[config.mk]
export PLATFORM = sky130hd
export DESIGN_NAME = serial_alu_seq
export DESIGN_NICKNAME = d
export VERILOG_FILES = /design/src/rtl/serial_alu_pkg.sv /design/src/rtl/serial_shift_reg.sv /design/src/rtl/serial_alu_seq.sv
export SDC_FILE = /design/constraint.sdc
export NUM_CORES = 1
export LEC_CHECK = 0
export BUFFER_PORTS_ARGS = -buffer_cell sky130_fd_sc_hd__buf_2
export CORE_MARGIN = 1.5
export CORE_UTILIZATION = 48
export DETAILED_ROUTE_END_ITERATION = 16
export HOLD_SLACK_MARGIN = 0.12
export PLACE_DENSITY_LB_ADDON = 0.12
export SETUP_SLACK_MARGIN = 0.4
export SYNTH_ARGS = -nofsm -noshare
export SYNTH_HDL_FRONTEND = slang
export SYNTH_SLANG_ARGS = --single-unit
[constraint.sdc]
create_clock -name clock -period 1.3 [get_ports clock]
set_input_delay 0.26 -clock clock [delete_from_list [all_inputs] [get_ports clock]]
set_output_delay 0.26 -clock clock [all_outputs]
set_load 0.02 [all_outputs]
[src/rtl/serial_alu_pkg.sv]
// Shared definitions for the bit-serial ALU: mode codes and FSM state encoding.
package serial_alu_pkg;

    localparam logic [1:0] MODE_ADD = 2'b00;
    localparam logic [1:0] MODE_SUB = 2'b01;
    localparam logic [1:0] MODE_XOR = 2'b10;

    // One state bit per flag-driving state, so busy/done come straight off flops.
    typedef enum logic [1:0] {
        IDLE = 2'b00,
        RUN  = 2'b01,
        DONE = 2'b10
    } state_t;

endpackage

[src/rtl/serial_shift_reg.sv]
// Right-shifting register: parallel load, serial-in at MSB, serial-out at LSB.
module serial_shift_reg #(
    parameter int N = 8
) (
    input  logic         clock,
    input  logic         reset_n,
    input  logic         load,
    input  logic         shift,
    input  logic         sin,
    input  logic [N-1:0] din,
    output logic [N-1:0] q,
    output logic         sout
);

    // NOTE: sequential state uses non-blocking assignments so every flop samples pre-edge values.
    always_ff @(posedge clock or negedge reset_n) begin
        if (!reset_n) begin
            q <= '0;
        end else if (load) begin
            q <= din;
        end else if (shift) begin
            q <= {sin, q[N-1:1]};
        end
    end

    assign sout = q[0];

endmodule

[src/rtl/serial_alu_seq.sv]
// Bit-serial ADD/SUB/XOR engine, LSB first, with start/busy/done handshake and carry/overflow flags.
module serial_alu_seq
    import serial_alu_pkg::*;
#(
    parameter int N = 8
) (
    input  logic         clock,
    input  logic         reset_n,
    input  logic         start,
    input  logic [1:0]   mode,
    input  logic         cin,
    input  logic [N-1:0] a,
    input  logic [N-1:0] b,
    output logic         busy,
    output logic         done,
    output logic [N-1:0] sum,
    output logic         cout,
    output logic         ovf
);

    localparam int CW = $clog2(N);
    localparam logic [CW-1:0] LAST = CW'(N - 1);

    state_t        state, state_nxt;
    logic [CW-1:0] cnt;
    logic          carry;
    logic          is_xor;
    logic          load, shift, last;
    logic          a_bit, b_bit, s_bit, carry_out;
    logic          sub_req, xor_req;
    logic [N-1:0]  a_par_unused, b_par_unused;
    logic          s_sout_unused;

    assign sub_req = (mode == MODE_SUB);
    assign xor_req = (mode == MODE_XOR);
    assign last    = (cnt == LAST);

    // XOR mode suppresses the carry chain, which also zeroes cout and ovf.
    assign s_bit     = a_bit ^ b_bit ^ (carry & ~is_xor);
    assign carry_out = ~is_xor & ((a_bit & b_bit) | (a_bit & carry) | (b_bit & carry));

    serial_shift_reg #(.N(N)) u_a_reg (
        .clock   (clock),
        .reset_n (reset_n),
        .load    (load),
        .shift   (shift),
        .sin     (1'b0),
        .din     (a),
        .q       (a_par_unused),
        .sout    (a_bit)
    );

    // Subtraction is a + ~b + 1 (or + 0 with borrow-in), so B is stored inverted.
    serial_shift_reg #(.N(N)) u_b_reg (
        .clock   (clock),
        .reset_n (reset_n),
        .load    (load),
        .shift   (shift),
        .sin     (1'b0),
        .din     (sub_req ? ~b : b),
        .q       (b_par_unused),
        .sout    (b_bit)
    );

    serial_shift_reg #(.N(N)) u_s_reg (
        .clock   (clock),
        .reset_n (reset_n),
        .load    (1'b0),
        .shift   (shift),
        .sin     (s_bit),
        .din     ('0),
        .q       (sum),
        .sout    (s_sout_unused)
    );

    always_ff @(posedge clock or negedge reset_n) begin
        if (!reset_n) begin
            state <= IDLE;
        end else begin
            state <= state_nxt;
        end
    end

    // NOTE: every output of this block gets a default first, so no latches are inferred.
    always_comb begin
        state_nxt = state;
        load      = 1'b0;
        shift     = 1'b0;
        case (state)
            IDLE: begin
                if (start) begin
                    load      = 1'b1;
                    state_nxt = RUN;
                end
            end
            RUN: begin
                shift = 1'b1;
                if (last) begin
                    state_nxt = DONE;
                end
            end
            DONE: begin
                if (start) begin
                    load      = 1'b1;
                    state_nxt = RUN;
                end else begin
                    state_nxt = IDLE;
                end
            end
            default: state_nxt = IDLE;
        endcase
    end

    always_ff @(posedge clock or negedge reset_n) begin
        if (!reset_n) begin
            cnt    <= '0;
            carry  <= 1'b0;
            is_xor <= 1'b0;
            cout   <= 1'b0;
            ovf    <= 1'b0;
        end else if (load) begin
            cnt    <= '0;
            carry  <= xor_req ? 1'b0 : (cin ^ sub_req);
            is_xor <= xor_req;
        end else if (shift) begin
            cnt   <= cnt + 1'b1;
            carry <= carry_out;
            if (last) begin
                // carry here is still the carry into the MSB.
                cout <= carry_out;
                ovf  <= carry ^ carry_out;
            end
        end
    end

    assign busy = state[0];
    assign done = state[1];

endmodule
* Word level (Yosys, flattened, before mapping)
Index checks and enable logic that the tools add are counted.
** Storage, ports and cells
- Bits in registers :: 33
- Output and inout bits :: 12
** Operators by class
- Add/subtract/negate cells :: 1
- Equality and inequality tests :: 7
- Muxes and demuxes :: 17
- Bitwise logic cells :: 14
- Reduce and logical (&&, ||, !) cells :: 5
** Operator list (number)
- 2-to-1 mux 8 bit :: 5
- NOT 8 bit :: 1
- 2-to-1 mux 1 bit :: 7
- 2-to-1 mux 3 bit :: 2
- one-hot mux 2 bit (3 select lines) :: 1
- AND 1 bit :: 5
- equality test 2 x 1 -> 1 bit (second input constant) :: 2
- equality test 2 bit (second input constant) :: 2
- 2-to-1 mux 2 bit :: 2
- != test 2 bit (second input constant) :: 2
- XOR 1 bit :: 4
- adder 3 x 1 -> 3 bit (second input constant) :: 1
- equality test 3 bit (second input constant) :: 1
- AND reduction 3 bit :: 1
- logical NOT 2 bit :: 1
- NOT 1 bit :: 2
- OR 1 bit :: 2
- AND reduction 2 bit :: 1
- nonzero test 2 bit :: 1
- OR reduction 2 bit :: 1

* Logic depth before layout (Yosys ltp)
Gate-level depths: netlist of run 1.
- Depth after elaboration :: 6
- Gate-level depth with buffers :: 5
- Mapped depth without buffers :: 4

* Hierarchy
From an unflattened synthesis of run 1, not the netlist that was laid out.
** Unflattened totals
- Cell total of the unflattened synthesis :: 161
- Area, all modules :: 1788.0 µm²
** By module, submodules not included
- serial_shift_reg :: times used 3, cells an instance 35, area an instance 380.4 µm², seq. area each 200.2 µm²
- serial_alu_seq :: times used 1, cells an instance 56, area an instance 646.9 µm², seq. area each 225.2 µm²

* Worst setup path after synthesis of run 1
Ideal clock, no wire load.
- Path type :: reg-to-reg
- From :: register state[1]
- To :: register cout
- Setup time :: 0.125 ns
- Arrival :: 1.195 ns
- Required time :: 1.175 ns
- Setup slack :: -0.020 ns
- Stages on the path, launching flop included :: 4
- Buffers on the path :: 0
- Clock period less this slack :: 1.320 ns
- Cell sequence :: dfrtp_1 > and2b_4 > and2_4 > mux2_2
** On the way
- Cells in the longest elaborated chain, start to end :: 5
- Elaborated cells between the ends (all ways) :: 8
- Classes of those cells :: eq/ne (2); mux (2); bitwise (1); reduce/logical (3)
** RTL lines
- start: declaration :: line serial_alu_seq.sv:24 : state_t state, state_nxt;
- start signal: assignment :: line serial_alu_seq.sv:80 : state <= state_nxt;
- equality test 2 bit / logical NOT 2 bit (equally long branches) :: line serial_alu_seq.sv:89 : case (state)
- OR reduction 2 bit (no source line)
- 2-to-1 mux 1 bit
- NOT 1 bit (no source line)
- AND reduction 3 bit (no source line) *
- end signal: assignment :: line serial_alu_seq.sv:130 : cout <= carry_out;
- end: declaration :: line serial_alu_seq.sv:17 : output logic cout,
Mark *: on every way between the ends. The rest lies on a longest branch, timed or not.
A chain may end at the register's enable or synchronous reset.

* Final worst setup path of run 1
- From :: register cnt[1]
- To :: register cout
** On the way
- Cells in the longest elaborated chain, start to end :: 2
** RTL lines
- start: declaration :: line serial_alu_seq.sv:25 : logic [CW-1:0] cnt;
- start signal: assignment :: line serial_alu_seq.sv:126 : cnt <= cnt + 1'b1;
- equality test 3 bit :: line serial_alu_seq.sv:36 : assign last = (cnt == LAST);
- AND reduction 3 bit (no source line)
Every way passes these cells.

==> results.md, run 1 <==
* Run status: finished, final reports clean
* Skew final at 0.00640 ns
* MaxCap Viol Count at 0
* Post-Synth Adder-Cell Area at 0.0238
* Power Dens Cells at 2390 mW/mm2
* Mapped Nets at 178
* Clock root buffer: clkbuf_4
* Synth area leaders: dfrtp_1, nand2_1, mux2i_1
* Ys Warns at 0
* Sequential Power Share at 0.339
* Share of the synthesized area in the top cell type at 0.524
* Crit path launch type: flip-flop
* First-pass DRT Iterations at 4
* Synth Area in XOR/XNOR at 0.0556
* Simple-Gate Fraction of Synth Area at 0.167
* DR iter-0 viols at 59
* Tmin final at 1.28 ns
* CTS H-tree depth at 2
* Crit path kind: flip-flop to flip-flop
* Least-Margin Pin Slew at 0.252 ns
* Worst-path clk slew at 0.10 ns
* Sw power at 2.14 mW
* Via density at 5.09
* Tot GR Track Use at 0.224
* Share of layout cells above drive strength 1 at 0.454
* CTS Buf Count at 5
* Crit path cell chain: ha_2 > ha_4 > and2_4 > mux2_4
* Post-synth EDFFs at 0
* IO Pins at 34
* Critical path endpoint category: flip-flop
* Clock Latency Late Sink at 0.33 ns
* Post-Syn Instances at 153
* Bufs on Longest Clock Path at 2
* Die width at 60.3 um
* WP data required at 1.53 ns
* Pre-CTS setup slack at -0.00495 ns
* Clock share of power at 0.098
* Syn Area/Cell at 10.3 um2
* Crit path max fanout at 3
* Slew margin rel. at 0.831
* Hold Crit Start: a[2]
* Final setup viols at 0
* Hold Crit Class: primary input to flip-flop
* Switching part of the total at 0.383
* Internal power contribution at 3.44 mW
* Maximum vdd drop at 0.981 mV
* DR vias at 1323
* Top cells by count, synth: nand2_1, dfrtp_1, mux2i_1
* First-pass GRT wire length at 5780 um
* Worst path max stage delay at 0.40 ns
* Final worst slack at 0.0161 ns
* Placement Rows at 20
* Antenna viol nets, final at 0
* Initial Util at 0.512
* Mapped cell area at 0.00158 mm2
* # nets final at 240
* Largest family of logic cells by synthesized area: simple AND/OR/NAND/NOR gates
* Fin. max-slew vios at 0
* Synth Area in Compound Gates at 0.0993
* Final core occ at 0.757
* Fmax at 0.779 GHz
* DR top layer: met4
* Number of global-route vias before repair at 1271
* CP Launch Point: cnt[1]
* Largest net degree at the start of global routing at 20
* Reg2reg start: cnt[1]
* Met3 WL post-DR at 196 um
* Area leader, netlist: dfrtp_1
* Core area at 0.00308 mm2
* Placer Congestion at 0.758
* Prevailing post-synth register cell: dfrtp_1
* Initial antenna violation count at 0
* Period utilization at 0.988
* Slowest CP cell: dfrtp_1
* Combinational group share of total power at 0.562
* Sink Count at 33
* Met2 WL at 1860 um
* CTS tree: built
* Leak at 1.15 nW
* Unique masters post-synth at 30
* Mux share of post-synthesis cell area at 0.0834
* Hold Vio Cnt, Final at 0
* Seq/Total Area, Yosys at 0.524
* Grt total ovfl at 0
* Async S/R FF share, synth at 1.00
* Die height at 60.3 um
* Final HPWL DP at 2220 um
* Top-count cell post-synth: nand2_1
* RSZ-0062 raised after global routing: yes
* Die area at 0.00363 mm2
* Fin Setup TNS at 0 ns
* PortBufs at 33
* Total Wirelength at 3630 um
* Layout area overhead at 47.9%
* Post-route DRC at 0
* Met1 Wirelength at 1530 um
* #FFs+latches synth at 33
* Antenna diode count at 0
* Worst endpoint data arrival time at 1.51 ns
* Wire per inst at 13.9 um
## layout make-up
| cell class | instances | area, um2 |
|---|---|---|
| well taps | 44 | 55.1 |
| flip-flops and latches | 33 | 830 |
| clock buffers | 6 | 41.3 |
| multi-input cells | 109 | 793 |
| clock inverters | 2 | 10.0 |
| repair buffers | 65 | 597 |
| fillers | 209 | 748 |
| inverters | 1 | 3.75 |
## power groups by stage
stage	combinational (mW)	sequential, mW	clock (mW)
after floorplan	1.42	1.98	0
after global placement	2.00	1.83	0
after detailed placement	2.07	1.87	0
after CTS	2.90	1.87	0.558
after global routing	3.42	1.95	0.607
final	3.14	1.89	0.549
## timing repair
action                                  in CTS  in global routing
cloned                                       3                  0
resized for setup                           44                 16
buffers inserted                            13                  4
endpoints found under the setup margin      45                 45
hold endpoints to repair                    33                  1
pin swaps                                    7                  8
hold buffers                                 1                  1
## kinds of logic (layout without fill, tap and decap cells)
| kind of cell | Yosys count | in the layout |
|---|---|---|
| adder cells (fa/ha/maj) | 3 | 3 |
| AND/OR/NAND/NOR | 59 | 59 |
| XOR/XNOR | 10 | 10 |
| AO/OA/AOI/OAI | 24 | 24 |
| buffers and inverters | 11 | 74 |
| flip-flops | 33 | 33 |
| multiplexers | 13 | 13 |
## placed cells by master (no fill, tap or decap), types with 3 or more instances in the layout
master / count
nor2_1: 5
buf_6: 17
a22o_1: 3
clkbuf_4: 5
buf_2: 21
buf_16: 3
dfrtp_1: 30
buf_4: 19
xnor2_1: 8
a31oi_1: 4
nand2_1: 36
dfrtp_2: 3
mux2i_1: 12
o21ai_2: 3
## path summary, 6_finish.rpt
| path | depth (start not counted) | endpoint | slack (ns) |
|---|---|---|---|
| max in group asynchronous | 3 | u_a_reg.q[0] | 0.62 |
| setup reg to reg | 4 | cout | 0.02 |
| hold reg to reg | 1 | u_b_reg.q[7] | 0.52 |
| min in group asynchronous | 2 | ovf | 0.27 |
| setup / recovery | 4 | cout | 0.02 |
| hold / removal | 3 | u_a_reg.q[2] | 0.14 |
## worst max-delay path: cells and delay by family (launching register included)
kind	cells	cell delay (ns)
muxes	1	0.29
and+or+nand+nor	1	0.14
adders and majority gates	2	0.35
DFF	1	0.40
## flip-flops by register name, indices dropped and copies added, names as in the netlist
signal and cells:
is_xor 1, u_b_reg.q 8, ovf 1, u_a_reg.q 8, state 2, cnt 3
carry 1, cout 1, u_s_reg.q 8
## through the flow
step                      power [mW]  area (um2)  hold slack, ns  std cells
final                           5.58        2330           0.141        260
after detailed placement        3.94        1850          0.0872        230
after global routing            5.98        2330           0.140        260
after CTS                       5.33        2230           0.128        255
after floorplan                 3.40        1610         -0.0356        153
after global placement          3.84        1850          0.0863        230
## routing by layer
metal,vias to the layer above,track usage
li1,642,-
met1,642,0.258
met2,33,0.394
met3,6,0.0693
met4,0,0.0667
met5,-,0
Note: power is estimated with default switching activity, not from simulation.
==> inputs of run 2 (changes only) <==
--- a/config.mk
+++ b/config.mk
@@ -7,7 +7,8 @@
 export LEC_CHECK = 0
 export BUFFER_PORTS_ARGS = -buffer_cell sky130_fd_sc_hd__buf_2
 export CORE_MARGIN = 1.5
-export CORE_UTILIZATION = 48
+export CORE_UTILIZATION = 50
+export CTS_CLUSTER_SIZE = 8
 export DETAILED_ROUTE_END_ITERATION = 16
 export HOLD_SLACK_MARGIN = 0.12
 export PLACE_DENSITY_LB_ADDON = 0.12
==> constraint.sdc (replaced) <==
create_clock -name clock -period 1.2 [get_ports clock]
set_input_delay 0.24 -clock clock [delete_from_list [all_inputs] [get_ports clock]]
set_output_delay 0.24 -clock clock [all_outputs]
set_load 0.02 [all_outputs]
==> run 2 against run 1 <==
Net effect:
- the flow now finishes with violations (setup timing)
- sequential share of layout area grew 0.33 points
- clock power grew 19%
- via count is the same
- critical path depth is the same
- design area shrank 1.1%
- clock skew grew 0.0097 ns
- wire length shrank 0.99%
- sequential power grew 8%
- total power grew 7.6%
- hold slack lost 0.015 ns
- sequential cell count is the same
- largest cell class unchanged
==> results.md, run 2 (synthesis gave the netlist of run 1 again) <==
* Run status: finished with violations
* Failing checks: setup timing
* WP buf/inv at 0 (unchanged)
* Total Wirelength at 3590 um (-0.99%)
* Period utilization at 1.09 (+0.100)
* Skew final at 0.0161 ns (+0.00972 ns)
* WP data required at 1.42 ns (-0.11 ns)
* Final setup viols at 15 (+15)
* Most frequent cells in the layout: nand2_1, dfrtp_1, buf_4
* Combinational group share of total power at 0.550 (-0.012)
* # nets final at 241 (+0.42%)
* Die area at 0.00350 mm2 (-3.8%)
* Worst endpoint data arrival time at 1.52 ns (about the same)
* PortBufs at 33 (unchanged)
* Sink Count at 33 (unchanged)
* Power Dens Cells at 2600 mW/mm2 (+8.8%)
* Initial Util at 0.520 (+0.00846)
* Post-route DRC at 0 (unchanged)
* Clock share of power at 0.109 (+0.011)
* Worst R2R End: cout
* Crit path cell chain: ha_2 > ha_4 > and2_4 > mux2_4
* Bufs on Longest Clock Path at 2 (unchanged)
* Tmin final at 1.31 ns (+0.0215 ns)
* Reg2reg start: cnt[1]
* CTS H-tree depth at 2 (unchanged)
* Layout area overhead at 46.3%
* Die height at 59.1 um (-1.9%)
* Crit path max fanout at 2 (-1)
* Sw power at 2.27 mW (+6.4%)
* Grt total ovfl at 0 (unchanged)
* Worst-path clk slew at 0.11 ns (about the same)
* Sequential Power Share at 0.341 (+0.002)
* Internal power contribution at 3.73 mW (+8.4%)
* Fin Setup TNS at -0.454 ns (-0.454 ns)
* MaxCap Viol Count at 0 (unchanged)
* Levels on crit path at 4 (unchanged)
* Cell count of the worst reg-to-reg path at 4 (unchanged)
* Die width at 59.1 um (-1.9%)
* Slowest CP cell: dfrtp_1
* Least-Margin Pin Slew at 0.278 ns (+0.0255 ns)
* Tot GR Track Use at 0.219 (-0.00413)
* RSZ-0062 raised after global routing: yes
* Antenna diode count at 0 (unchanged)
* First-pass GRT wire length at 5720 um (-1.1%)
* CP Launch Point: cnt[1]
* Share of layout cells above drive strength 1 at 0.419 (-0.0343)
* DR iter-0 viols at 46 (-22%)
* IO Pins at 34 (unchanged)
* Wire per inst at 13.8 um (-1.4%)
* Placement Rows at 20 (unchanged)
* Final HPWL DP at 2200 um (-0.75%)
* Maximum vdd drop at 1.03 mV (+4.6%)
* Fmax at 0.766 GHz (-1.6%)
* Clock Latency Late Sink at 0.34 ns (about the same)
* CTS tree: built
* CTS Buf Count at 5 (unchanged)
* CP Capture Point: cout
* CP top delay family: flip-flops
* Number of global-route vias before repair at 1280 (+0.71%)
* Worst path max stage delay at 0.40 ns (about the same)
* Switching part of the total at 0.378 (-0.00448)
* Antenna viol nets, final at 0 (unchanged)
* Hold Crit Class: primary input to flip-flop
* Via density at 5.07 (-0.38%)
* Clock root buffer: clkbuf_4
* Slew margin rel. at 0.813 (-0.0183)
* Core area at 0.00303 mm2 (-1.6%)
* Most common cell after layout, fill and taps aside: nand2_1
* # hold bufs at CTS at 1 (unchanged)
* Critical path endpoint category: flip-flop
* Leak at 1.15 nW (about the same)
* Final worst slack at -0.105 ns (-0.122 ns)
* Crit path kind: flip-flop to flip-flop
* Post-Layout Cell Count at 261 (+0.38%)
* R2R setup slack at -0.11 ns (-0.12 ns)
* Placer Congestion at 0.859 (+13%)
* Largest registers: u_a_reg.q (8), u_b_reg.q (8), u_s_reg.q (8)
* First-pass DRT Iterations at 4 (unchanged)
* Initial antenna violation count at 0 (unchanged)
* Largest net degree at the start of global routing at 22 (+10%)
* DR vias at 1323 (unchanged)
* DP Cell Count at 233 (+1.3%)
* Fin. max-slew vios at 0 (unchanged)
* Hold Vio Cnt, Final at 0 (unchanged)
* Crit path launch type: flip-flop
-- run 2: power groups by stage --
stage / logic, mW / registers [mW] / clock network (mW)
2_1_floorplan: 1.54 / 2.14 / 0
5_1_grt: 3.61 / 2.11 / 0.700
3_3_place_gp: 2.23 / 1.99 / 0
4_1_cts: 3.00 / 2.02 / 0.657
6_report: 3.30 / 2.05 / 0.653
3_5_place_dp: 2.29 / 2.02 / 0
-- run 2: per-stage QoR --
stage	instance area, um2	total power [mW]	setup slack [ns]	util	hold slack, ns
after floorplan	1610	3.68	-0.0727	-	-0.0556
after global placement	1860	4.22	-0.0651	0.614	0.144
after detailed placement	1860	4.31	-0.0915	0.614	0.152
after CTS	2200	5.68	-0.0878	0.728	0.105
after global routing	2300	6.42	-0.129	0.761	0.126
final	2300	6.00	-0.105	0.761	0.126
-- run 2: layout make-up --
class                   instances  area (um2)
repair buffers                 66         601
inverters                       1        3.75
multi-input cells             109         758
flip-flops and latches         33         828
well taps                      44        55.1
clock buffers                   8        58.8
fillers                       225         723
-- run 2: what timing repair did --
action                                  4_1_cts  5_1_grt
pin swaps                                     9        4
gates cloned                                  2        0
endpoints found under the setup margin       45       57
endpoints found under the hold margin        34        1
buffers inserted                             10        7
gates resized for setup                      43        8
-- run 2: how the worst min path moves through the flow --
stage / startpoint / to / slack (ns) / depth (start not counted)
final: a[0] / u_a_reg.q[0] / 0.13 / 3
after CTS: a[0] / u_a_reg.q[0] / 0.11 / 3
after global routing: a[2] / u_a_reg.q[2] / 0.13 / 3
after global placement: reset_n / cout / 0.14 / 1
after floorplan: reset_n / carry / -0.06 / 0
after detailed placement: reset_n / cout / 0.15 / 1
-- run 2: layer usage --
| metal | track usage | part of all wire | vias up |
|---|---|---|---|
| met5 | 0 | 0 | - |
| met4 | 0.0584 | 0.0078 | 0 |
| met3 | 0.0611 | 0.037 | 4 |
| met2 | 0.368 | 0.53 | 32 |
| met1 | 0.279 | 0.43 | 641 |
| li1 | - | - | 646 |
-- run 2: worst reg2reg max path, cell delays in order (launching register included) --
cell     delay [ns]
dfrtp_1        0.40
ha_2           0.21
ha_4           0.16
and2_4         0.14
mux2_4         0.28
